### config.mk
export PLATFORM = sky130hd
export DESIGN_NAME = axi_rr_arbiter
export DESIGN_NICKNAME = d
export VERILOG_FILES = /design/src/rtl/axi_rr_arbiter.sv
export SDC_FILE = /design/constraint.sdc
export NUM_CORES = 1
export LEC_CHECK = 0
export BUFFER_PORTS_ARGS = -buffer_cell sky130_fd_sc_hd__buf_2
export CORE_MARGIN = 2
export CORE_UTILIZATION = 30
export DETAILED_ROUTE_END_ITERATION = 6
export PLACE_DENSITY = 0.51
export SYNTH_ARGS = -nofsm -noshare
export SYNTH_HDL_FRONTEND = slang
export SYNTH_SLANG_ARGS = --single-unit
### constraint.sdc
create_clock -name aclk -period 2.9 [get_ports aclk]
set_input_delay 0.29 -clock aclk [delete_from_list [all_inputs] [get_ports aclk]]
set_output_delay 0.29 -clock aclk [all_outputs]
set_load 0.01 [all_outputs]
### src/rtl/axi_rr_arbiter.sv
// Grant arbiter placing NUM_M AXI masters onto one slave port.
// Write and read channels are arbitrated by independent FSMs.
// A grant is held from acceptance until its transaction completes.
// Selection is round-robin (ARB_MODE=0) or fixed priority, lowest index first (ARB_MODE=1).
//
// Handshake semantics: a transfer on any channel happens in a cycle where
// the sender's valid and the receiver's ready are both high at the rising
// edge of aclk. Only the granted master's valid/ready bits are examined;
// the bits of all other masters are masked off by the one-hot grant.
module axi_rr_arbiter #(
  parameter int NUM_M    = 3,
  parameter int ARB_MODE = 0,
  parameter int IDX_W    = 2
) (
  input  logic             aclk,
  input  logic             rst_n,
  input  logic [NUM_M-1:0] m_awvalid,
  input  logic [NUM_M-1:0] m_wvalid,
  input  logic [NUM_M-1:0] m_wlast,
  input  logic [NUM_M-1:0] m_bready,
  input  logic [NUM_M-1:0] m_arvalid,
  input  logic [NUM_M-1:0] m_rready,
  input  logic             s_awready,
  input  logic             s_wready,
  input  logic             s_bvalid,
  input  logic             s_arready,
  input  logic             s_rvalid,
  input  logic             s_rlast,
  output logic [NUM_M-1:0] grant_w,
  output logic [NUM_M-1:0] grant_r,
  output logic [IDX_W-1:0] grant_w_idx,
  output logic [IDX_W-1:0] grant_r_idx,
  output logic             busy_w,
  output logic             busy_r,
  output logic [1:0]       w_state_dbg,
  output logic [1:0]       r_state_dbg
);

  typedef enum logic [1:0] {W_IDLE, W_XFER, W_RESP} w_state_t;
  typedef enum logic [1:0] {R_IDLE, R_ADDR, R_DATA} r_state_t;

  localparam logic [IDX_W-1:0] PTR_RESET = IDX_W'(NUM_M - 1);

  // Winner search: round-robin starts one past the last winner and wraps;
  // fixed priority always starts at index 0 and ignores the pointer.
  function automatic logic [IDX_W-1:0] pick_winner(input logic [NUM_M-1:0] req,
                                                   input logic [IDX_W-1:0] last);
    logic [IDX_W-1:0] win;
    logic             found;
    int               cand;
    win   = '0;
    found = 1'b0;
    for (int i = 0; i < NUM_M; i++) begin
      cand = (ARB_MODE != 0) ? i : ((int'(last) + 1 + i) % NUM_M);
      if (!found && (|(req & (NUM_M'(1) << cand)))) begin
        win   = IDX_W'(cand);
        found = 1'b1;
      end
    end
    return win;
  endfunction

  w_state_t         w_state, w_state_n;
  r_state_t         r_state, r_state_n;
  logic [NUM_M-1:0] grant_w_n, grant_r_n;
  logic [IDX_W-1:0] grant_w_idx_n, grant_r_idx_n;
  logic [IDX_W-1:0] w_ptr, w_ptr_n, r_ptr, r_ptr_n;
  logic             aw_done, aw_done_n, w_done, w_done_n;
  logic [IDX_W-1:0] w_win, r_win;
  logic             aw_hs, w_last_hs, b_hs, ar_hs, r_last_hs;

  assign w_win = pick_winner(m_awvalid, w_ptr);
  assign r_win = pick_winner(m_arvalid, r_ptr);

  // Handshakes of the granted master only.
  assign aw_hs     = (|(m_awvalid & grant_w)) & s_awready;
  assign w_last_hs = (|(m_wvalid & m_wlast & grant_w)) & s_wready;
  assign b_hs      = (|(m_bready & grant_w)) & s_bvalid;
  assign ar_hs     = (|(m_arvalid & grant_r)) & s_arready;
  assign r_last_hs = (|(m_rready & grant_r)) & s_rvalid & s_rlast;

  assign busy_w      = (w_state != W_IDLE);
  assign busy_r      = (r_state != R_IDLE);
  assign w_state_dbg = w_state;
  assign r_state_dbg = r_state;

  // Write channel state, grant, completion flags and last-winner pointer.
  always_ff @(posedge aclk or negedge rst_n) begin
    if (!rst_n) begin
      w_state     <= W_IDLE;
      grant_w     <= '0;
      grant_w_idx <= '0;
      aw_done     <= 1'b0;
      w_done      <= 1'b0;
      w_ptr       <= PTR_RESET;
    end else begin
      w_state     <= w_state_n;
      grant_w     <= grant_w_n;
      grant_w_idx <= grant_w_idx_n;
      aw_done     <= aw_done_n;
      w_done      <= w_done_n;
      w_ptr       <= w_ptr_n;
    end
  end

  // Write next state: arbitrate in idle, collect AW and last-W, then wait for B.
  always_comb begin
    w_state_n     = w_state;
    grant_w_n     = grant_w;
    grant_w_idx_n = grant_w_idx;
    aw_done_n     = aw_done;
    w_done_n      = w_done;
    w_ptr_n       = w_ptr;
    case (w_state)
      W_IDLE: begin
        if (|m_awvalid) begin
          grant_w_n     = NUM_M'(1) << w_win;
          grant_w_idx_n = w_win;
          w_state_n     = W_XFER;
        end
      end
      W_XFER: begin
        aw_done_n = aw_done | aw_hs;
        w_done_n  = w_done | w_last_hs;
        if (aw_done_n && w_done_n) w_state_n = W_RESP;
      end
      W_RESP: begin
        if (b_hs) begin
          grant_w_n     = '0;
          grant_w_idx_n = '0;
          aw_done_n     = 1'b0;
          w_done_n      = 1'b0;
          w_ptr_n       = grant_w_idx;
          w_state_n     = W_IDLE;
        end
      end
      default: w_state_n = W_IDLE;
    endcase
  end

  // Read channel state, grant and last-winner pointer.
  always_ff @(posedge aclk or negedge rst_n) begin
    if (!rst_n) begin
      r_state     <= R_IDLE;
      grant_r     <= '0;
      grant_r_idx <= '0;
      r_ptr       <= PTR_RESET;
    end else begin
      r_state     <= r_state_n;
      grant_r     <= grant_r_n;
      grant_r_idx <= grant_r_idx_n;
      r_ptr       <= r_ptr_n;
    end
  end

  // Read next state: arbitrate in idle, address handshake, then data until rlast.
  always_comb begin
    r_state_n     = r_state;
    grant_r_n     = grant_r;
    grant_r_idx_n = grant_r_idx;
    r_ptr_n       = r_ptr;
    case (r_state)
      R_IDLE: begin
        if (|m_arvalid) begin
          grant_r_n     = NUM_M'(1) << r_win;
          grant_r_idx_n = r_win;
          r_state_n     = R_ADDR;
        end
      end
      R_ADDR: begin
        if (ar_hs) r_state_n = R_DATA;
      end
      R_DATA: begin
        if (r_last_hs) begin
          grant_r_n     = '0;
          grant_r_idx_n = '0;
          r_ptr_n       = grant_r_idx;
          r_state_n     = R_IDLE;
        end
      end
      default: r_state_n = R_IDLE;
    endcase
  end

endmodule

# Word level (Yosys, flattened, before mapping)
# Index checks and enable logic that the tools add are counted.
classes:
  reduce_logical: 36
  addsub: 6
  mux: 31
  div_mod_pow: 6
  shift: 8
  bitwise_logic: 20
  n_eq_ne: 10
op_table:
  columns: ["cell", "n"]
  rows:
  - ["32-bit by 3-bit remainder unit with 32-bit output, second input constant", 6]
  - ["1-bit by 32-bit << shifter with 3-bit output, first input constant", 6]
  - ["32-bit by 2-bit adder with 32-bit output, second input constant", 2]
  - ["3-bit OR reduction", 13]
  - ["3-bit bitwise AND", 12]
  - ["2-bit two-way mux", 14]
  - ["3-bit two-way mux", 4]
  - ["2-bit != test, second input constant", 6]
  - ["2-bit one-hot mux with 3 select lines", 2]
  - ["3-bit one-hot mux with 2 select lines", 2]
  - ["3-bit AND reduction", 4]
  - ["2-bit nonzero test", 5]
  - ["3-bit by 2-bit adder with 4-bit output, second input constant", 2]
  - ["2-bit one-hot mux with 2 select lines", 2]
  - ["2-bit by 1-bit adder with 3-bit output, second input constant", 2]
  - ["1-bit bitwise AND", 6]
  - ["2-bit AND reduction", 3]
  - ["1-bit by 2-bit << shifter with 3-bit output, first input constant", 2]
  - ["1-bit logical AND", 5]
  - ["1-bit two-way mux", 5]
  - ["2-bit by 1-bit == test with 1-bit output, second input constant", 2]
  - ["2-bit == test, second input constant", 2]
  - ["1-bit zero test", 4]
  - ["2-bit zero test", 2]
  - ["other kinds (2)", 4]
word_totals:
  output_inout_bits: 16
  elab_cells: 127
  reg_bits: 20
  in_bits: 26

# Logic depth before layout (Yosys ltp)
# Gate-level depths: netlist of run 1.
depth:
  depth_word: 15
  ltp_mapped: 7
  ltp_nobuf: 7

# Worst setup path after synthesis of run 1
# OpenSTA, ideal clock, no wires.
synth_timing:
  path_type: "register to register"
  from: "register r_ptr[1]"
  to: "register grant_r[0]"
  t_required_ps: 2778
  n_path_buf: 0
  setup_ps: 122
  setup_slack_ps: 864
  synth_period_minus_slack_ps: 2036
  path_stages_with_launch: 6
  t_arrival_ps: 1914
  path_cell_list: "dfstp_2 > ha_1 > or4b_4 > o31ai_4 > a21oi_1 > a32o_1"
synth_via:
  elab_chain_cells: 15
  elab_cells_between_ends: 27
  cone_classes: "3 x add/sub; 3 x div; 4 x shift; 7 x mux; 3 x bitwise; 7 x reduce/logical"
synth_lines:
  columns: ["item", "line", "source"]
  rows:
  - ["start, declared", "67", "logic [IDX_W-1:0] w_ptr, w_ptr_n, r_ptr, r_ptr_n;"]
  - ["start signal, assigned", "152", "r_ptr <= r_ptr_n;"]
  - ["2-bit by 1-bit adder with 3-bit output *", "54", "cand = (ARB_MODE != 0) ? i : ((int'(last) + 1 + i) % NUM_M);"]
  - ["parallel branches: the longest is 10 deep, another holds 32-bit by 2-bit adder with 32-bit output", null, null]
  - ["2-bit two-way mux *", "55", "if (!found && (|(req & (NUM_M'(1) << cand)))) begin"]
  - ["1-bit by 2-bit << shifter with 3-bit output *", "165", "grant_r_n = NUM_M'(1) << r_win;"]
  - ["3-bit two-way mux *", "164", "if (|m_arvalid) begin"]
  - ["3-bit one-hot mux with 2 select lines *", "162", "case (r_state)"]
  - ["end signal, assigned", "150", "grant_r <= grant_r_n;"]
  - ["end, declared", "30", "output logic [NUM_M-1:0] grant_r,"]
# Mark *: on every way between the ends. The select of a mux whose other input is x is not followed.
# A chain may end at the register's enable or synchronous reset.

# Final worst setup path of run 1
layout_timing:
  from: "register r_ptr[1]"
  to: "register grant_r_idx[1]"
layout_via:
  elab_chain_cells: 14
  elab_cells_between_ends: 26
  cone_classes: "3 x add/sub; 3 x div; 3 x shift; 7 x mux; 3 x bitwise; 7 x reduce/logical"
layout_lines:
  columns: ["item", "line", "source"]
  rows:
  - ["2-bit by 1-bit adder with 3-bit output *", "54", null]
  - ["parallel branches: the longest is 10 deep, another holds 32-bit by 2-bit adder with 32-bit output", null, null]
  - ["2-bit two-way mux *", "55", null]
  - ["2-bit two-way mux *", "164", null]
  - ["2-bit one-hot mux with 2 select lines *", "162", null]
  - ["end signal, assigned", "151", "grant_r_idx <= grant_r_idx_n;"]
  - ["end, declared", "32", "output logic [IDX_W-1:0] grant_r_idx,"]
# Marked as above.

==> results of run 1 <==
==> logic make-up (layout without fill, tap and decap cells) <==
logic type	count (synthesis)	count (layout)	synth area share, %
compound gates	47	47	28.4
flops	20	20	38.2
simple gates	55	55	22.1
buf+inv	11	55	3.71
fa+ha+maj	8	8	7.61
==> routing by layer <==
layer | GRT usage, % | up-vias
met5 | 0 | -
met4 | 4.27 | 0
met3 | 3.32 | 4
met2 | 23.8 | 43
met1 | 15.9 | 619
li1 | - | 621
==> state kept, by name (all words and copies together), names as in the netlist, 2 cells and up <==
name,count
grant_r,3
grant_r_idx,2
grant_w,3
grant_w_idx,2
r_ptr,2
r_state_dbg,2
w_ptr,2
w_state_dbg,2
==> power by group <==
group          switching, uW  internal (uW)
combinational            506            394
clock                   90.1            121
sequential               109            403
==> through the flow <==
step | utilization [%] | setup WS, ns | cell area (um2) | total power (uW)
floorplan | - | 0.864 | 1320 | 1140
global placement | 36.7 | 0.813 | 1570 | 1380
detailed placement | 36.7 | 0.709 | 1570 | 1420
CTS | 38.2 | 0.716 | 1640 | 1640
global route | 38.2 | 0.578 | 1640 | 1760
finish | 38.2 | 0.722 | 1640 | 1620
==> tightest hold or removal path: stages <==
cell and delay [ns]:
buf_2 0.09, inv_1 0.06, o32ai_1 0.09
==> layout by cell type (no fill, tap or decap), drive strengths merged, types with 7 or more instances in the layout <==
master  Yosys  final
nand2      19     19
inv         8      8
o21ai       9      9
nor2        8      8
dfrtp      18     18
buf         1     42
a21oi       7      7
nand3       7      7
ha          8      8
==> cell type report <==
class | instances | area, um2 | share of cell area (%)
Multi-Input combinational cell | 110 | 763 | 46.6
Timing Repair Buffer | 43 | 223 | 13.6
Inverter | 8 | 30.0 | 1.83
Tap cell | 52 | 65.1 | 3.97
Sequential cell | 20 | 503 | 30.7
Clock buffer | 4 | 55.1 | 3.36
==> path summary, 6_finish.rpt <==
path	from	to	slack, ns	depth (start not counted)
max	r_ptr[1]	grant_r_idx[1]	0.72	7
min	s_arready	r_state_dbg[1]	0.32	3
max reg2reg	r_ptr[1]	grant_r_idx[1]	0.72	7
min reg2reg	grant_w_idx[1]	w_ptr[1]	0.53	2
max in group asynchronous	rst_n	r_ptr[1]	2.04	2
min in group asynchronous	rst_n	grant_w[2]	0.51	2
==> reports/qor.yml, run 1 <==
cp_max_fo: 7
synthFlopType: "dfrtp_1"
maxSlewHeadroom_pct: 63.2
crit_path_cell_trace: "inv_1, ha_1, and4bb_2, o21ai_2, o31ai_4, a221oi_2, o21ai_0"
yosysWarnings: 0
wl_met2_mm: 1.68
rsz0062_at_grt: "no"
cts-hold-fix-buffers: 1
hold_viol: 0
hold_class: "in2reg"
top_layer: "met4"
cts_buffers: 3
vias: 1287
cts_buffer_depth: 2
path_class: "reg2reg"
ys_ff_latch: 20
dieArea_um2: 4930
cts_tree: "built"
synth_top_area_cell: "dfrtp_1"
required_ns: 3.02
antenna_left: 0
dp_cells: 232
yosys-top-cells-count: "19 x nand2_1, 18 x dfrtp_1"
grt-ovfl-total: 0
synth_top_cell_area_share_pct: 34.3
start_kind: "register"
final_nets: 220
critPathCaptureType: "register"
dr_wl_met3_um: 184
tns_ns: 0
wl_mm: 3.32
finalClockSkew_ns: 0.00253
rows: 24
powerDensity_nw_per_um2: 990
cts_resized: 0
drc: 0
syn2layout_area_growth_pct: 24.6
synth_area_um2: 1320
cpPeakStageDelay_ns: 0.55
period_share_pct: 75.1
synth_area_per_cell_um2: 9.33
p_leak_uw: 0.000785
ir_drop_mv: 0.426
fp.dieW_um: 70.2
clock_latency_ns: 0.25
vias_per_cell: 5.43
status: "completed"
gp_congestion: 0.866
die_h_um: 70.2
diodes: 0
drt-initial-drc-count: 43
hold_slack_ns: 0.320
yosysMostFrequentCell: "nand2_1"
yosysSeqAreaShare_pct: 38.2
clkTransAtPathRegs_ns: 0.07
h-tree-depth: 1
clkSinkCount: 20
firstDrtPassIters: 5
post_drt_wl_per_cell_um: 14.0
grt_max_degree: 21
slowest_stage: "dfstp_2"
async_reset_ff_share_pct: 100
maxCapViolations: 0
cp_data_arrival_time_ns: 2.30
postSynthNetCount: 175
synth_area_leaders: "dfrtp_1 34%, ha_1 7.6%, nand2_1 5.4%"
worst_slew_pin_slew_ns: 0.548
antenna_found_initial: 0
grt_pass1_wl_mm: 5.41
fmax_mhz: 459
period_minus_slack_ns: 2.18
cts_root_buf: "clkbuf_8"
grt_pass1_vias: 1260
ioPinCount: 42
synth_edf_count: 0
post_cts_buffers: 0
final_cells: 237
start_util_pct: 30.6
critical-path-top-delay-family: "compound AO/OA/AOI/OAI gates"
wl_met1_mm: 1.42
finalSetupViolations: 0
core_um2: 4290
hpwl_mm: 2.58
synth_cell_types: 36
netlist_instances: 141
drive_above_1_share_pct: 33.0
grtUsageTotal_pct: 13.4
io_buffers: 41
fillerInstances: 451
drv_slew: 0
crit_buf_inv: 1
Power figures use the tool's default switching activity.
==> inputs of run 2 (changes only) <==
--- a/config.mk
+++ b/config.mk
@@ -5,11 +5,12 @@
 export SDC_FILE = /design/constraint.sdc
 export NUM_CORES = 1
 export LEC_CHECK = 0
+export ABC_AREA = 1
 export BUFFER_PORTS_ARGS = -buffer_cell sky130_fd_sc_hd__buf_2
 export CORE_MARGIN = 2
 export CORE_UTILIZATION = 30
 export DETAILED_ROUTE_END_ITERATION = 6
-export PLACE_DENSITY = 0.51
+export PLACE_DENSITY = 0.5
 export SYNTH_ARGS = -nofsm -noshare
 export SYNTH_HDL_FRONTEND = slang
 export SYNTH_SLANG_ARGS = --single-unit
==> constraint.sdc (replaced) <==
create_clock -name aclk -period 2.2 [get_ports aclk]
set_input_delay 0.22 -clock aclk [delete_from_list [all_inputs] [get_ports aclk]]
set_output_delay 0.22 -clock aclk [all_outputs]
set_load 0.01 [all_outputs]
==> run 2 against run 1 <==
- via count rose by 8.2%
- total power rose by 43%
- final cell count rose by 29%
- core utilization rose by 1.2 points
- maximum frequency rose by 33%
- wire length rose by 0.18%
- area after synthesis rose by 7.5%
- sequential cell count did not move
- global-route usage rose by 0.23 points
- clock skew rose by 0.0030 ns
- clock power rose by 29%
- sequential power rose by 32%
- largest power group unchanged
==> reports/qor.yml, run 2 <==
status: "completed"
drive_above_1_share_pct: 25.7  # -7.3 points
p_leak_uw: 0.00103  # +32%
fillerInstances: 486  # +7.8%
reg2reg_depth: 8  # +1
postSynthNetCount: 241  # +38%
cts_tree: "built"
firstDrtPassIters: 4  # -1
syn2layout_area_growth_pct: 23.7
final_nets: 288  # +31%
rows: 24  # unchanged
synth_top_area_cell: "dfrtp_1"
grt_max_degree: 21  # unchanged
timing.rr.end: "grant_r_idx[1]"
drv_slew: 0  # unchanged
finalSetupViolations: 0  # unchanged
fp.dieW_um: 72.7  # +3.5%
utilization_pct: 39.4  # +1.2 points
period_share_pct: 74.3  # -0.77 points
cts_buffer_depth: 2  # unchanged
regToRegStartpoint: "r_ptr[1]"
hold_class: "in2reg"
cts_buffers: 3  # unchanged
grt-ovfl-total: 0  # unchanged
antenna_found_initial: 0  # unchanged
rsz0062_at_grt: "no"
powerDensity_nw_per_um2: 1330  # +34%
worstHoldPathCells: 3  # unchanged
min_to: "r_state_dbg[1]"
yosysMostFrequentCell: "nand2_1"
ys_ff_latch: 20  # unchanged
clock_latency_ns: 0.25  # about the same
ir_drop_mv: 0.573  # +35%
post_drt_wl_per_cell_um: 10.9  # -22%
start_util_pct: 31.8  # +1.2 points
yosysWarnings: 0  # unchanged
ff2ff_setup_slack_ns: 0.56  # -0.16 ns
final_common_cell: "nand2_1"
synth_area_leaders: "dfrtp_1 32%, nand2_1 20%, nand3_1 10%"
cts_root_buf: "clkbuf_8"
synthFlopType: "dfrtp_1"
clkSinkCount: 20  # unchanged
worst_slew_pin_slew_ns: 0.448  # -0.0996 ns
final_cell_mix: "74 x nand2_1, 41 x buf_2, 32 x inv_1"
hold_viol: 0  # unchanged
yosys-top-cells-count: "74 x nand2_1, 32 x inv_1, 29 x nand3_1, 18 x dfrtp_1, 12 x nor2_1"
async_reset_ff_share_pct: 100  # unchanged
clkTransAtPathRegs_ns: 0.07  # about the same
ioPinCount: 42  # unchanged
cts_resized: 0  # unchanged
tns_ns: 0  # unchanged
fmax_mhz: 611  # +33%
finalClockSkew_ns: 0.00557  # +0.00304 ns
synth_top_cell_area_share_pct: 31.9  # -2.4 points
yosysSeqAreaShare_pct: 35.6  # -2.7 points
cp_max_fo: 5  # -2
multi_input_area_um2: 772  # +1.1%
reg_top3: "grant_r (3), grant_w (3)"
critPathCaptureType: "register"
grt_pass1_vias: 1293  # +2.6%
min-delay-start: "s_arready"
synth_area_per_cell_um2: 6.83  # -27%
path_class: "reg2reg"
die_h_um: 72.7  # +3.5%
hpwl_mm: 2.76  # +7.0%
netlist_instances: 207  # +47%
vias_per_cell: 4.57  # -16%
maxCapViolations: 0  # unchanged
final-seq-area_um2: 503  # unchanged
drc: 0  # unchanged
period_minus_slack_ns: 1.64  # -0.543 ns
h-tree-depth: 1  # unchanged
drt-initial-drc-count: 59  # +37%
diodes: 0  # unchanged
required_ns: 2.36  # -0.66 ns
synth_edf_count: 0  # unchanged
start_kind: "register"
maxSlewHeadroom_pct: 70.1  # +6.9 points
dieArea_um2: 5280  # +7.1%
synth_cell_types: 18  # -50%
io_buffers: 41  # unchanged
grt_pass1_wl_mm: 5.70  # +5.4%
cp_data_arrival_time_ns: 1.80  # -0.50 ns
wl_mm: 3.33  # +0.18%
antenna_left: 0  # unchanged
vias: 1393  # +8.2%
critPathLaunch: "r_ptr[1]"
core_um2: 4440  # +3.5%
synth_area_um2: 1410  # +7.5%
grtUsageTotal_pct: 13.7  # +0.23 points
gp_congestion: 0.872  # +0.67%
==> run 2: cells by family (layout without fill, tap and decap cells) <==
| family | count (synthesis) | after routing | share of synthesized area, % |
|---|---|---|---|
| buffers and inverters | 37 | 83 | 9.82 |
| DFF | 20 | 20 | 35.6 |
| and+or+nand+nor | 127 | 127 | 40.2 |
| adders and majority gates | 8 | 8 | 7.08 |
| AOI/OAI and AO/OA | 15 | 15 | 7.35 |
==> run 2: stage by stage <==
step | cell area, um2 | setup WS [ns] | total power [uW] | instances | hold slack [ns]
5_1_grt | 1750 | 0.362 | 2620 | 305 | 0.251
4_1_cts | 1750 | 0.554 | 2360 | 305 | 0.234
3_5_place_dp | 1680 | 0.586 | 2070 | 300 | 0.198
6_report | 1750 | 0.564 | 2320 | 305 | 0.246
3_3_place_gp | 1680 | 0.571 | 2080 | 300 | 0.196
2_1_floorplan | 1410 | 0.713 | 1680 | 207 | -0.0756
==> run 2: critical path, cell delays in order (launching register included) <==
cell     delay [ns]
dfstp_2        0.56
ha_1           0.28
nand2_1        0.12
nand3_2        0.11
nor2_2         0.11
nand3_1        0.09
nand3_1        0.13
nand2_1        0.07
o21ai_0        0.09
==> run 2: worst max path at each step <==
stage                     endpoint  slack, ns
finish              grant_r_idx[1]       0.56
global route        grant_w_idx[0]       0.36
CTS                 grant_r_idx[1]       0.55
detailed placement  grant_r_idx[0]       0.59
global placement    grant_r_idx[1]       0.57
floorplan               grant_w[2]       0.71
==> run 2: layout make-up <==
| type | instances | area share, % |
|---|---|---|
| multi-input cells | 150 | 44.1 |
| flip-flops and latches | 20 | 28.8 |
| repair buffers | 42 | 12.3 |
| inverters | 37 | 7.94 |
| well taps | 52 | 3.72 |
| clock buffers | 4 | 3.15 |
==> run 2: routing by layer <==
| metal | part of all wire [%] | track usage, % | vias up |
|---|---|---|---|
| met1 | 52 | 19.5 | 628 |
| met3 | 4.6 | 3.18 | 0 |
| met4 | 0 | 2.47 | 0 |
| li1 | - | - | 736 |
| met2 | 43 | 21.3 | 29 |
| met5 | 0 | 0 | - |
==> run 2: power breakdown <==
group	switching (uW)	internal (uW)	leakage [uW]
Clock	114	159	0.0000288
Combinational	851	524	0.000758
Sequential	139	536	0.000248
==> run 2: repair_timing <==
action	in CTS	in global routing
hold buffers	1	0
buffers inserted	0	0
hold endpoints to repair	18	0
==> inputs of run 3 (changes only) <==
--- a/config.mk
+++ b/config.mk
@@ -10,7 +10,7 @@
 export CORE_MARGIN = 2
 export CORE_UTILIZATION = 30
 export DETAILED_ROUTE_END_ITERATION = 6
-export PLACE_DENSITY = 0.5
+export PLACE_DENSITY = 0.52
 export SYNTH_ARGS = -nofsm -noshare
 export SYNTH_HDL_FRONTEND = slang
 export SYNTH_SLANG_ARGS = --single-unit
==> constraint.sdc (replaced) <==
create_clock -name aclk -period 1.4 [get_ports aclk]
set_input_delay 0.14 -clock aclk [delete_from_list [all_inputs] [get_ports aclk]]
set_output_delay 0.14 -clock aclk [all_outputs]
set_load 0.01 [all_outputs]
==> run 3 against run 2 <==
- the run now ends with negative setup slack left
- wire length increased by 7.9%
- clock skew increased by 0.0027 ns
- core utilization increased by 7.2 points
- clock power increased by 110%
- combinational power increased by 130%
- sequential cell count unchanged
- maximum frequency increased by 7.3%
- die area unchanged
- largest cell class unchanged
- critical path type unchanged
- sequential share of layout area decreased by 4.4 points
==> reports/qor.yml, run 3 (synthesis gave the netlist of run 2 again) <==
clkTransAtPathRegs_ns: 0.08  # about the same
p_leak_uw: 0.00114  # +10%
reg_top3: "grant_r (3), grant_w (3)"
grt_pass1_wl_mm: 6.16  # +8.1%
period_minus_slack_ns: 1.52  # -0.111 ns
internal_power_uw: 2530  # +110%
hold_class: "in2reg"
cpPeakStageDelay_ns: 0.59  # +0.03 ns
antenna_found_initial: 0  # unchanged
cts_tree: "built"
drt-initial-drc-count: 24  # -59%
cts_root_buf: "clkbuf_8"
tns_ns: -1.10  # -1.10 ns
diodes: 0  # unchanged
drive_above_1_share_pct: 43.7  # +18 points
io_buffers: 41  # unchanged
hold_viol: 0  # unchanged
fp.dieW_um: 72.7  # unchanged
ff2ff_setup_slack_ns: -0.12  # -0.69 ns
timing.rr.end: "grant_r_idx[0]"
die_h_um: 72.7  # unchanged
finalClockSkew_ns: 0.00831  # +0.00274 ns
min_to: "r_state_dbg[1]"
total_power_uw: 4730  # +100%
dieArea_um2: 5280  # unchanged
gp_congestion: 0.805  # -7.7%
drc: 0  # unchanged
status: "complete, but fails checks"
vias_per_cell: 4.54  # -0.53%
grt_pass1_vias: 1405  # +8.7%
p_clk_share_pct: 12.2  # +0.4 points
hpwl_mm: 2.79  # +1.3%
fillerInstances: 447  # -8.0%
finalSetupViolations: 10  # +10
cp_data_arrival_time_ns: 1.71  # -0.09 ns
path_class: "reg2reg"
cts_buffers: 3  # unchanged
min-delay-start: "s_arready"
firstDrtPassIters: 4  # unchanged
critPathCaptureType: "register"
slowest_stage: "dfstp_2"
h-tree-depth: 1  # unchanged
crit_top_cell: "nand2_2"
fin_ws_ns: -0.125  # -0.689 ns
required_ns: 1.58  # -0.78 ns
start_util_pct: 31.8  # unchanged
ioPinCount: 42  # unchanged
post_drt_wl_per_cell_um: 11.4  # +4.5%
cp_max_fo: 4  # -1
antenna_left: 0  # unchanged
rsz0062_at_grt: "yes"
clkSinkCount: 20  # unchanged
final_cell_mix: "59 x nand2_1, 41 x buf_2, 27 x inv_1"
crit_path_cell_trace: "ha_4, nand2_4, nand2_2, nor2_4, nand3_2, nand2_2, inv_2, nand2_2, nand2_1, o21ai_1"
start_kind: "register"
vias: 1431  # +2.7%
maxSlewHeadroom_pct: 68.7  # -1.4 points
core_um2: 4440  # unchanged
regToRegStartpoint: "r_ptr[1]"
syn2layout_area_growth_pct: 46.3
seqPwrFrac_pct: 22.1  # -6.9 points
p_switching_uw: 2200  # +100%
clock_latency_ns: 0.26  # about the same
worst_slew_pin_slew_ns: 0.470  # +0.0217 ns
grtUsageTotal_pct: 14.6  # +0.95 points
rows: 24  # unchanged
grt_max_degree: 21  # unchanged
cts_buffer_depth: 2  # unchanged
reg2reg_depth: 10  # +2
fmax_mhz: 656  # +7.3%
powerDensity_nw_per_um2: 2290  # +72%
wl_mm: 3.59  # +7.9%
violations: "negative setup slack"
drv_slew: 0  # unchanged
ir_drop_mv: 0.828  # +44%
utilization_pct: 46.5  # +7.2 points
combPwrFrac_pct: 65.7  # +6.5 points
swShare_pct: 46.6  # -0.95 points
place_ws_ns: -0.165  # -0.750 ns
maxCapViolations: 0  # unchanged
grt-ovfl-total: 0  # unchanged
period_share_pct: 109  # +35 points
final_common_cell: "nand2_1"
final_nets: 298  # +3.5%
worstHoldPathCells: 3  # unchanged
## run 3: cell types whose count changed in the layout (fill, tap and decap cells not counted), moves of 5 or more
cell	previous run	this run
buf_4	0	10
nand3_1	29	17
nand2_2	2	13
nand2_1	74	59
nand3_2	5	13
inv_2	5	10
inv_1	32	27
## run 3: through the flow
stage / hold WS, ns / cell area [um2] / instances
after global placement: 0.125 / 1810 / 309
after detailed placement: 0.125 / 1810 / 309
after global routing: 0.157 / 2070 / 315
final: 0.151 / 2070 / 315
after floorplan: -0.156 / 1470 / 207
after CTS: 0.152 / 2020 / 315
## run 3: routing by layer
metal / wire length, um / share of wire, % / GRT usage [%] / vias to the layer above
li1: - / - / - / 766
met1: 1780 / 50 / 20.3 / 636
met2: 1670 / 47 / 24.2 / 27
met3: 115 / 3.2 / 2.90 / 2
met4: 15 / 0.42 / 1.85 / 0
met5: 0 / 0 / 0 / -
## run 3: how the worst max path moves through the flow
stage / startpoint / cells past startpoint / slack (ns) / end
5_1_grt: r_ptr[1] / 10 / -0.23 / grant_r[2]
6_report: r_ptr[1] / 10 / -0.12 / grant_r_idx[0]
3_3_place_gp: r_ptr[1] / 10 / -0.16 / grant_r[1]
2_1_floorplan: r_ptr[1] / 10 / -0.07 / grant_r[1]
3_5_place_dp: r_ptr[1] / 10 / -0.16 / grant_r[1]
4_1_cts: w_ptr[1] / 9 / -0.12 / grant_w[1]
## run 3: critical path, delay by kind of cell, from the launching register on
family                     cells  cell delay [ns]
AOI/OAI and AO/OA              1             0.06
adders and majority gates      1             0.24
buffers and inverters          1             0.04
DFF                            1             0.59
and+or+nand+nor                7             0.54
## run 3: repair_timing
item / in CTS / in global routing
setup buffers: 1 / 0
hold buffers: 1 / 0
resized for setup: 27 / 16
pin swaps: 7 / 15
endpoints found under the hold margin: 18 / 0
setup endpoints to repair: 10 / 11
## run 3: cell type report
class                           count  area (um2)  area share, %
Sequential cell                    20         504           24.4
Timing Repair Buffer               52         290           14.0
Tap cell                           52        65.1           3.15
Clock inverter                      1        30.0           1.45
Clock buffer                        3        41.3           2.00
Multi-Input combinational cell    150         998           48.3
Inverter                           37         139           6.72
## run 3: power by group through the flow
stage	clock network (uW)	registers, uW	logic (uW)
2_1_floorplan	0	1120	1690
3_3_place_gp	0	1050	2570
3_5_place_dp	0	1050	2550
4_1_cts	604	1050	2940
5_1_grt	622	1080	3470
6_report	578	1040	3110
